`src/rtl/pwm_seq_pkg.sv`:
```
// Shared note-entry layout and state encoding for the PWM note sequencer.
// An entry is packed {dur, vol, n} with n in the low bits.
package pwm_seq_pkg;

   localparam int N_W     = 10;
   localparam int VOL_W   = 8;
   localparam int DUR_W   = 8;
   localparam int ENTRY_W = N_W + VOL_W + DUR_W;

   localparam int N_LSB   = 0;
   localparam int VOL_LSB = N_LSB + N_W;
   localparam int DUR_LSB = VOL_LSB + VOL_W;

   localparam logic [2:0] ST_IDLE = 3'd0;
   localparam logic [2:0] ST_LOAD = 3'd1;
   localparam logic [2:0] ST_PLAY = 3'd2;
   localparam logic [2:0] ST_GAP  = 3'd3;
   localparam logic [2:0] ST_DONE = 3'd4;

   typedef enum logic [2:0] {
      IDLE = ST_IDLE,
      LOAD = ST_LOAD,
      PLAY = ST_PLAY,
      GAP  = ST_GAP,
      DONE = ST_DONE
   } seq_state_t;

endpackage

```
`src/rtl/pwm_note_sequencer_tick_prescaler.sv`:
```
// Duration tick generator: after clear, tick is high for one cycle at the end
// of every TICK_DIV-cycle period (TICK_DIV >= 2).
module tick_prescaler #(
   parameter int TICK_DIV = 50000
) (
   input  logic clk,
   input  logic rst_n,
   input  logic clear,
   output logic tick
);

   localparam int            CW       = (TICK_DIV > 1) ? $clog2(TICK_DIV) : 1;
   localparam logic [CW-1:0] CNT_LAST = CW'(TICK_DIV - 1);
   localparam logic [CW-1:0] CNT_PRE  = CW'(TICK_DIV - 2);

   logic [CW-1:0] cnt_r;
   logic          tick_r;

   // Tick is registered one count early so it lines up with the terminal count.
   always_ff @(posedge clk or negedge rst_n) begin
      if (!rst_n) begin
         cnt_r  <= {CW{1'b0}};
         tick_r <= 1'b0;
      end else if (clear) begin
         cnt_r  <= {CW{1'b0}};
         tick_r <= 1'b0;
      end else begin
         if (cnt_r == CNT_LAST) begin
            cnt_r <= {CW{1'b0}};
         end else begin
            cnt_r <= cnt_r + CW'(1);
         end
         tick_r <= (cnt_r == CNT_PRE);
      end
   end

   assign tick = tick_r;

endmodule

```
`src/rtl/pwm_note_sequencer.sv`:
```
// Note-table melody sequencer driving pwm_audio.N and pwm_audio.volume.
// Define ARTIC_GAP_EN to insert a silent GAP_TICKS articulation gap after every note.
module pwm_note_sequencer
   import pwm_seq_pkg::*;
#(
   parameter int DEPTH     = 16,
   parameter int AW        = 4,
   parameter int TICK_DIV  = 50000,
   parameter int GAP_TICKS = 1
) (
   input  logic               clk,
   input  logic               rst_n,
   input  logic               start,
   input  logic               stop,
   input  logic               loop,
   input  logic               wr_en,
   input  logic [AW-1:0]      wr_addr,
   input  logic [ENTRY_W-1:0] wr_data,
   output logic [N_W-1:0]     N,
   output logic [VOL_W-1:0]   volume,
   output logic               busy,
   output logic               done,
   output logic [AW-1:0]      note_idx
);

   logic [ENTRY_W-1:0] table_r [DEPTH];
   logic [ENTRY_W-1:0] rd_entry_r;
   seq_state_t         state_r;
   logic [N_W-1:0]     n_r;
   logic [VOL_W-1:0]   vol_r;
   logic               busy_r;
   logic               done_r;
   logic [AW-1:0]      note_idx_r;
   logic [DUR_W-1:0]   dur_cnt_r;
   logic [DUR_W-1:0]   dur_last_r;

   logic [N_W-1:0]     rd_n_s;
   logic [VOL_W-1:0]   rd_vol_s;
   logic [DUR_W-1:0]   rd_dur_s;
   logic               tick_s;
   logic               clear_s;
   logic               phase_end_s;
   logic               last_entry_s;
   logic               finish_s;
   logic [AW-1:0]      next_idx_s;

`ifdef ARTIC_GAP_EN
   localparam logic [DUR_W-1:0] GAP_LAST = DUR_W'(GAP_TICKS - 1);
`else
   logic unused_gap_s;
   assign unused_gap_s = ^GAP_TICKS;
`endif

   assign rd_n_s   = rd_entry_r[N_LSB +: N_W];
   assign rd_vol_s = rd_entry_r[VOL_LSB +: VOL_W];
   assign rd_dur_s = rd_entry_r[DUR_LSB +: DUR_W];

   tick_prescaler #(
      .TICK_DIV (TICK_DIV)
   ) u_tick (
      .clk   (clk),
      .rst_n (rst_n),
      .clear (clear_s),
      .tick  (tick_s)
   );

   // Timed-phase termination, next-entry choice and prescaler clear.
   always_comb begin
      phase_end_s  = tick_s && (dur_cnt_r == dur_last_r);
      last_entry_s = (note_idx_r == AW'(DEPTH - 1));
      finish_s     = last_entry_s && !loop;
      if (last_entry_s) begin
         next_idx_s = {AW{1'b0}};
      end else begin
         next_idx_s = note_idx_r + AW'(1);
      end
`ifdef ARTIC_GAP_EN
      if ((state_r == PLAY) || (state_r == GAP)) begin
`else
      if (state_r == PLAY) begin
`endif
         clear_s = phase_end_s;
      end else begin
         clear_s = 1'b1;
      end
   end

   // Host table writes land only while idle; reset leaves the contents intact.
   always_ff @(posedge clk) begin
      if (wr_en && !busy_r) begin
         table_r[wr_addr] <= wr_data;
      end
   end

   // Playback state machine with registered outputs toward pwm_audio.
   always_ff @(posedge clk or negedge rst_n) begin
      if (!rst_n) begin
         state_r    <= IDLE;
         n_r        <= {N_W{1'b0}};
         vol_r      <= {VOL_W{1'b0}};
         busy_r     <= 1'b0;
         done_r     <= 1'b0;
         note_idx_r <= {AW{1'b0}};
         rd_entry_r <= {ENTRY_W{1'b0}};
         dur_cnt_r  <= {DUR_W{1'b0}};
         dur_last_r <= {DUR_W{1'b0}};
      end else if (stop) begin
         state_r    <= IDLE;
         n_r        <= {N_W{1'b0}};
         vol_r      <= {VOL_W{1'b0}};
         busy_r     <= 1'b0;
         done_r     <= 1'b0;
         note_idx_r <= {AW{1'b0}};
      end else begin
         done_r <= 1'b0;
         case (state_r)
            IDLE: begin
               n_r   <= {N_W{1'b0}};
               vol_r <= {VOL_W{1'b0}};
               if (start) begin
                  state_r    <= LOAD;
                  busy_r     <= 1'b1;
                  note_idx_r <= {AW{1'b0}};
                  rd_entry_r <= table_r[{AW{1'b0}}];
               end
            end
            LOAD: begin
               if (rd_dur_s == {DUR_W{1'b0}}) begin
                  state_r <= DONE;
                  n_r     <= {N_W{1'b0}};
                  vol_r   <= {VOL_W{1'b0}};
                  done_r  <= 1'b1;
               end else begin
                  state_r    <= PLAY;
                  n_r        <= rd_n_s;
                  vol_r      <= (rd_n_s == {N_W{1'b0}}) ? {VOL_W{1'b0}} : rd_vol_s;
                  dur_cnt_r  <= {DUR_W{1'b0}};
                  dur_last_r <= rd_dur_s - DUR_W'(1);
               end
            end
            PLAY: begin
               if (phase_end_s) begin
`ifdef ARTIC_GAP_EN
                  state_r    <= GAP;
                  vol_r      <= {VOL_W{1'b0}};
                  dur_cnt_r  <= {DUR_W{1'b0}};
                  dur_last_r <= GAP_LAST;
`else
                  if (finish_s) begin
                     state_r <= DONE;
                     n_r     <= {N_W{1'b0}};
                     vol_r   <= {VOL_W{1'b0}};
                     done_r  <= 1'b1;
                  end else begin
                     state_r    <= LOAD;
                     note_idx_r <= next_idx_s;
                     rd_entry_r <= table_r[next_idx_s];
                  end
`endif
               end else if (tick_s) begin
                  dur_cnt_r <= dur_cnt_r + DUR_W'(1);
               end
            end
`ifdef ARTIC_GAP_EN
            GAP: begin
               if (phase_end_s) begin
                  if (finish_s) begin
                     state_r <= DONE;
                     n_r     <= {N_W{1'b0}};
                     vol_r   <= {VOL_W{1'b0}};
                     done_r  <= 1'b1;
                  end else begin
                     state_r    <= LOAD;
                     note_idx_r <= next_idx_s;
                     rd_entry_r <= table_r[next_idx_s];
                  end
               end else if (tick_s) begin
                  dur_cnt_r <= dur_cnt_r + DUR_W'(1);
               end
            end
`endif
            DONE: begin
               state_r <= IDLE;
               busy_r  <= 1'b0;
               n_r     <= {N_W{1'b0}};
               vol_r   <= {VOL_W{1'b0}};
            end
            default: begin
               state_r <= IDLE;
               busy_r  <= 1'b0;
               n_r     <= {N_W{1'b0}};
               vol_r   <= {VOL_W{1'b0}};
            end
         endcase
      end
   end

   assign N        = n_r;
   assign volume   = vol_r;
   assign busy     = busy_r;
   assign done     = done_r;
   assign note_idx = note_idx_r;

endmodule
```
`config.mk`:
```
export PLATFORM = sky130hd
export DESIGN_NAME = pwm_note_sequencer
export DESIGN_NICKNAME = d
export VERILOG_FILES = /design/src/rtl/pwm_seq_pkg.sv /design/src/rtl/pwm_note_sequencer_tick_prescaler.sv /design/src/rtl/pwm_note_sequencer.sv
export SDC_FILE = /design/constraint.sdc
export NUM_CORES = 1
export LEC_CHECK = 0
export ABC_AREA = 1
export CAP_MARGIN = 0
export CORE_MARGIN = 8
export CORE_UTILIZATION = 35
export CTS_CLUSTER_DIAMETER = 120
export CTS_CLUSTER_SIZE = 25
export DETAILED_ROUTE_END_ITERATION = 10
export GPL_TIMING_DRIVEN = 0
export PLACE_DENSITY_LB_ADDON = 0.15
export SYNTH_ARGS = -nofsm -noshare
export SYNTH_HDL_FRONTEND = slang
export SYNTH_HIERARCHICAL = 1
export SYNTH_SLANG_ARGS = --single-unit
```
`constraint.sdc`:
```
create_clock -name clk -period 6.8 [get_ports clk]
set_clock_uncertainty 0.1 [all_clocks]
set_input_delay 1.7 -clock clk [delete_from_list [all_inputs] [get_ports clk]]
set_output_delay 1.7 -clock clk [all_outputs]
set_load 0.01 [all_outputs]
```
==> results.md <==
* Total Wirelength at approximately 75,000 um
* Status: finished, final reports clean
* Cells after Synth at approximately 2.1k
* Critical path class: primary input to flop
* Starting Density at a little over a third
* Leakage at about 9.4 nW
* Synthesized flop and latch total at about 500
* Fin Hold WS at around 400 ps
* Total global-route track usage at a little over a fifth
* Most common cell after layout, fill and taps aside: nand3_1
* Post-synth net total at 2,097
* Placed insts at about 3k
* Non-filler instance count after layout at roughly 3.0k
* CP Cell Sequence: clkdlybuf4s50_1, nand2_1, inv_1, nand3_1, nor2_4, buf_16
* WL per Instance at between 20 and 25 um
* Vias in the first global route at ~16k
* CORE AREA at slightly above 60,000 um^2
* Ys flop type: edfxtp_1
* Syn-to-layout area delta at 13.63%
* Final Util at ~40%
* Fin crit share at between 50% and 60%
* Final Cell Area at around 25,000 um^2
* CP peak stage delay at 680 ps
* Grt total ovfl at 0
* Final hold vios at 0
* Worst VDD drop at between 0.15 and 0.2 mV
* Reg clk slew, reported paths at 110 ps
* Mux contribution to synthesized area at 0%
* Cell Pwr Density at around 300 nW/um^2
* Final nets at between 2k and 2.5k
* Commonest non-fill, non-tap cells in the layout: 568 x nand3_1, 448 x nand2_1, 416 x edfxtp_1
* Chip width at 266.3 um
* Simple-gate share of the synthesized area at ~25%
* Min-delay worst type: flop to flop
* Cts hold-fix bufs at 0
* CTS root buf: clkbuf_16
* Synth unique cells at 40
* Critical Path Start Type: primary input
* Endpoints failing setup at 0
* EDFF count, synth at 416
* Die area at about 70,000 um^2
* Required time of the critical path at approximately 7000 ps
* Vias at about 16k
* Htree depth at 1
* CTS buffer count at 24
* FMAX at between 0.2 and 0.3 GHz
* Largest net degree at the start of global routing at 57
* Synthesis Warnings at 6
* Diodes inserted at 0
* Period minus WS final at roughly 3700 ps
* Number of setup buffers added after CTS at 0
* Final Max Tran Viols at 0
* Largest family of logic cells by synthesized area: simple AND/OR/NAND/NOR gates
* DIE HEIGHT at approximately 270 um
* IO Count at 60
* Layout filler cell count at about 6.0k
* CP Capture Type: flop
* Site Rows at 91
* DR DRC count at 0
* CP max FO at 14
* Adder-Cell Fraction of Synth Area at less than 1%
* GP Congestion at 0.8591
* Area of the multi-input gates at ~6200 um^2
* Initial DRC count at approximately 1.9k
* Clock Tree Buf Depth at 3
* Post-synthesis xor/xnor area fraction at 0.8388%
* DP HPWL at roughly 53,000 um
* Worst-Margin Slew at between 1000 and 1500 ps
* CP max stage cell: nor2_4
* Clk Latency, worst-skew pair at roughly 590 ps
* Share of layout cells above drive strength 1 at around 7.9%
* Mapped cell area at approximately 22,000 um^2
* Antenna viol nets, final at 0
* Crit path DAT at 3940 ps
* FF+latch area at 14,640 um^2
* Placed inst area at ~24,000 um^2
* Sink Count at about 500
* Max_cap viols at 0
* RSZ-0062 raised after global routing: false
* Syn Area/Cell at between 10 and 15 um^2
* First-pass GRT wire length at around 110,000 um
* DRT Pass-1 Iters at 7
* Initial antenna violation count at 2
* Async SR Flop Fraction at about 17%
* Via-to-Cell Ratio at approximately 5.3
* CTS resizes at 0
* Relative slew slack at between 20% and 30%
* Sequential area share after synthesis at 66.78%
* Port buffer count at just under 60
* Post-synthesis compound-gate area fraction at 1.164%
* CTS tree: done
==> report_power, final <==
part           total (mW)  internal, mW  switching [mW]  leakage, nW
Sequential           3.64          3.51           0.130         4.86
Clock                1.72         0.708            1.01        0.342
Combinational        2.23         0.673            1.56         4.16
==> synthesized netlist by cell type, types with 4 or more instances <==
cell type  number  area share (%)
nand3b_1       27            0.92
nor3_1         12            0.27
a21oi_1        23            0.52
xnor2_1        12            0.48
buf_6          20             1.0
inv_1         121             2.1
nor2_1        133             2.3
ha_1            6            0.34
o21ai_0        16            0.37
nor2_2          5            0.14
nand2_1       448             7.7
xor2_1          9            0.36
dfrtp_1        86             9.8
edfxtp_1      416              57
nand2_2         8            0.23
nand4_1         9            0.26
buf_2          37            0.84
or2_2           4            0.11
a31oi_1         4            0.11
buf_4           6            0.21
buf_1          26            0.45
clkbuf_1       35            0.60
nand3_1       568              13
==> per-layer routing <==
metal	routed length, um	global-route usage [%]
met1	33290	29.77
met5	13	0
met3	5898	3.017
met2	34070	33.00
met4	2027	5.810
==> critical path, delay by kind of cell <==
kind                   cells  cell delay, ps
buffers and inverters      3             890
and+or+nand+nor            3            1300
==> cell type report <==
class	instances	area share (%)
Sequential cell	502	58.77
Multi-Input combinational cell	1303	24.88
Timing Repair Buffer	95	4.514
Tap cell	837	4.203
Buffer	126	2.887
Clock buffer	42	2.767
Inverter	124	1.873
Clock inverter	2	0.1055
==> flip-flops by register name (all words and copies together) (netlist names) <==
name	cells
rd_entry_r	26
state_r	3
u_tick/tick	1
u_tick/cnt_r	16
note_idx	4
dur_last_r	8
N	10
table_r	416
dur_cnt_r	8
done	1
busy	1
volume	8
==> cell families after synthesis <==
kind of cell,Yosys count
XOR/XNOR,21
buffers and inverters,250
flip-flops,502
AND/OR/NAND/NOR,1228
adder cells (fa/ha/maj),6
AO/OA/AOI/OAI,48
==> final timing paths <==
path	start	to	slack [ps]	cells after the start
worst max-delay path	wr_en	table_r[6][18]	3060	6
worst min-delay path	rd_entry_r[8]	rd_entry_r[8]	400	2
worst max register to register	note_idx[0]	rd_entry_r[20]	3210	9
worst min register to register	rd_entry_r[8]	rd_entry_r[8]	400	2
max in group asynchronous	rst_n	rd_entry_r[22]	5030	2
min in group asynchronous	rst_n	u_tick/cnt_r[15]	930	1
==> per-stage QoR <==
stage / power [mW] / TNS, ps / setup WS, ps
2_1_floorplan: 4.990 / 0 / 2535
5_1_grt: 7.937 / 0 / 2958
3_3_place_gp: 5.881 / -155590 / -942.0
4_1_cts: 7.602 / 0 / 3093
6_report: 7.591 / 0 / 3058
3_5_place_dp: 5.917 / 0 / 2462
No activity file was read; power rests on OpenSTA's default activity.
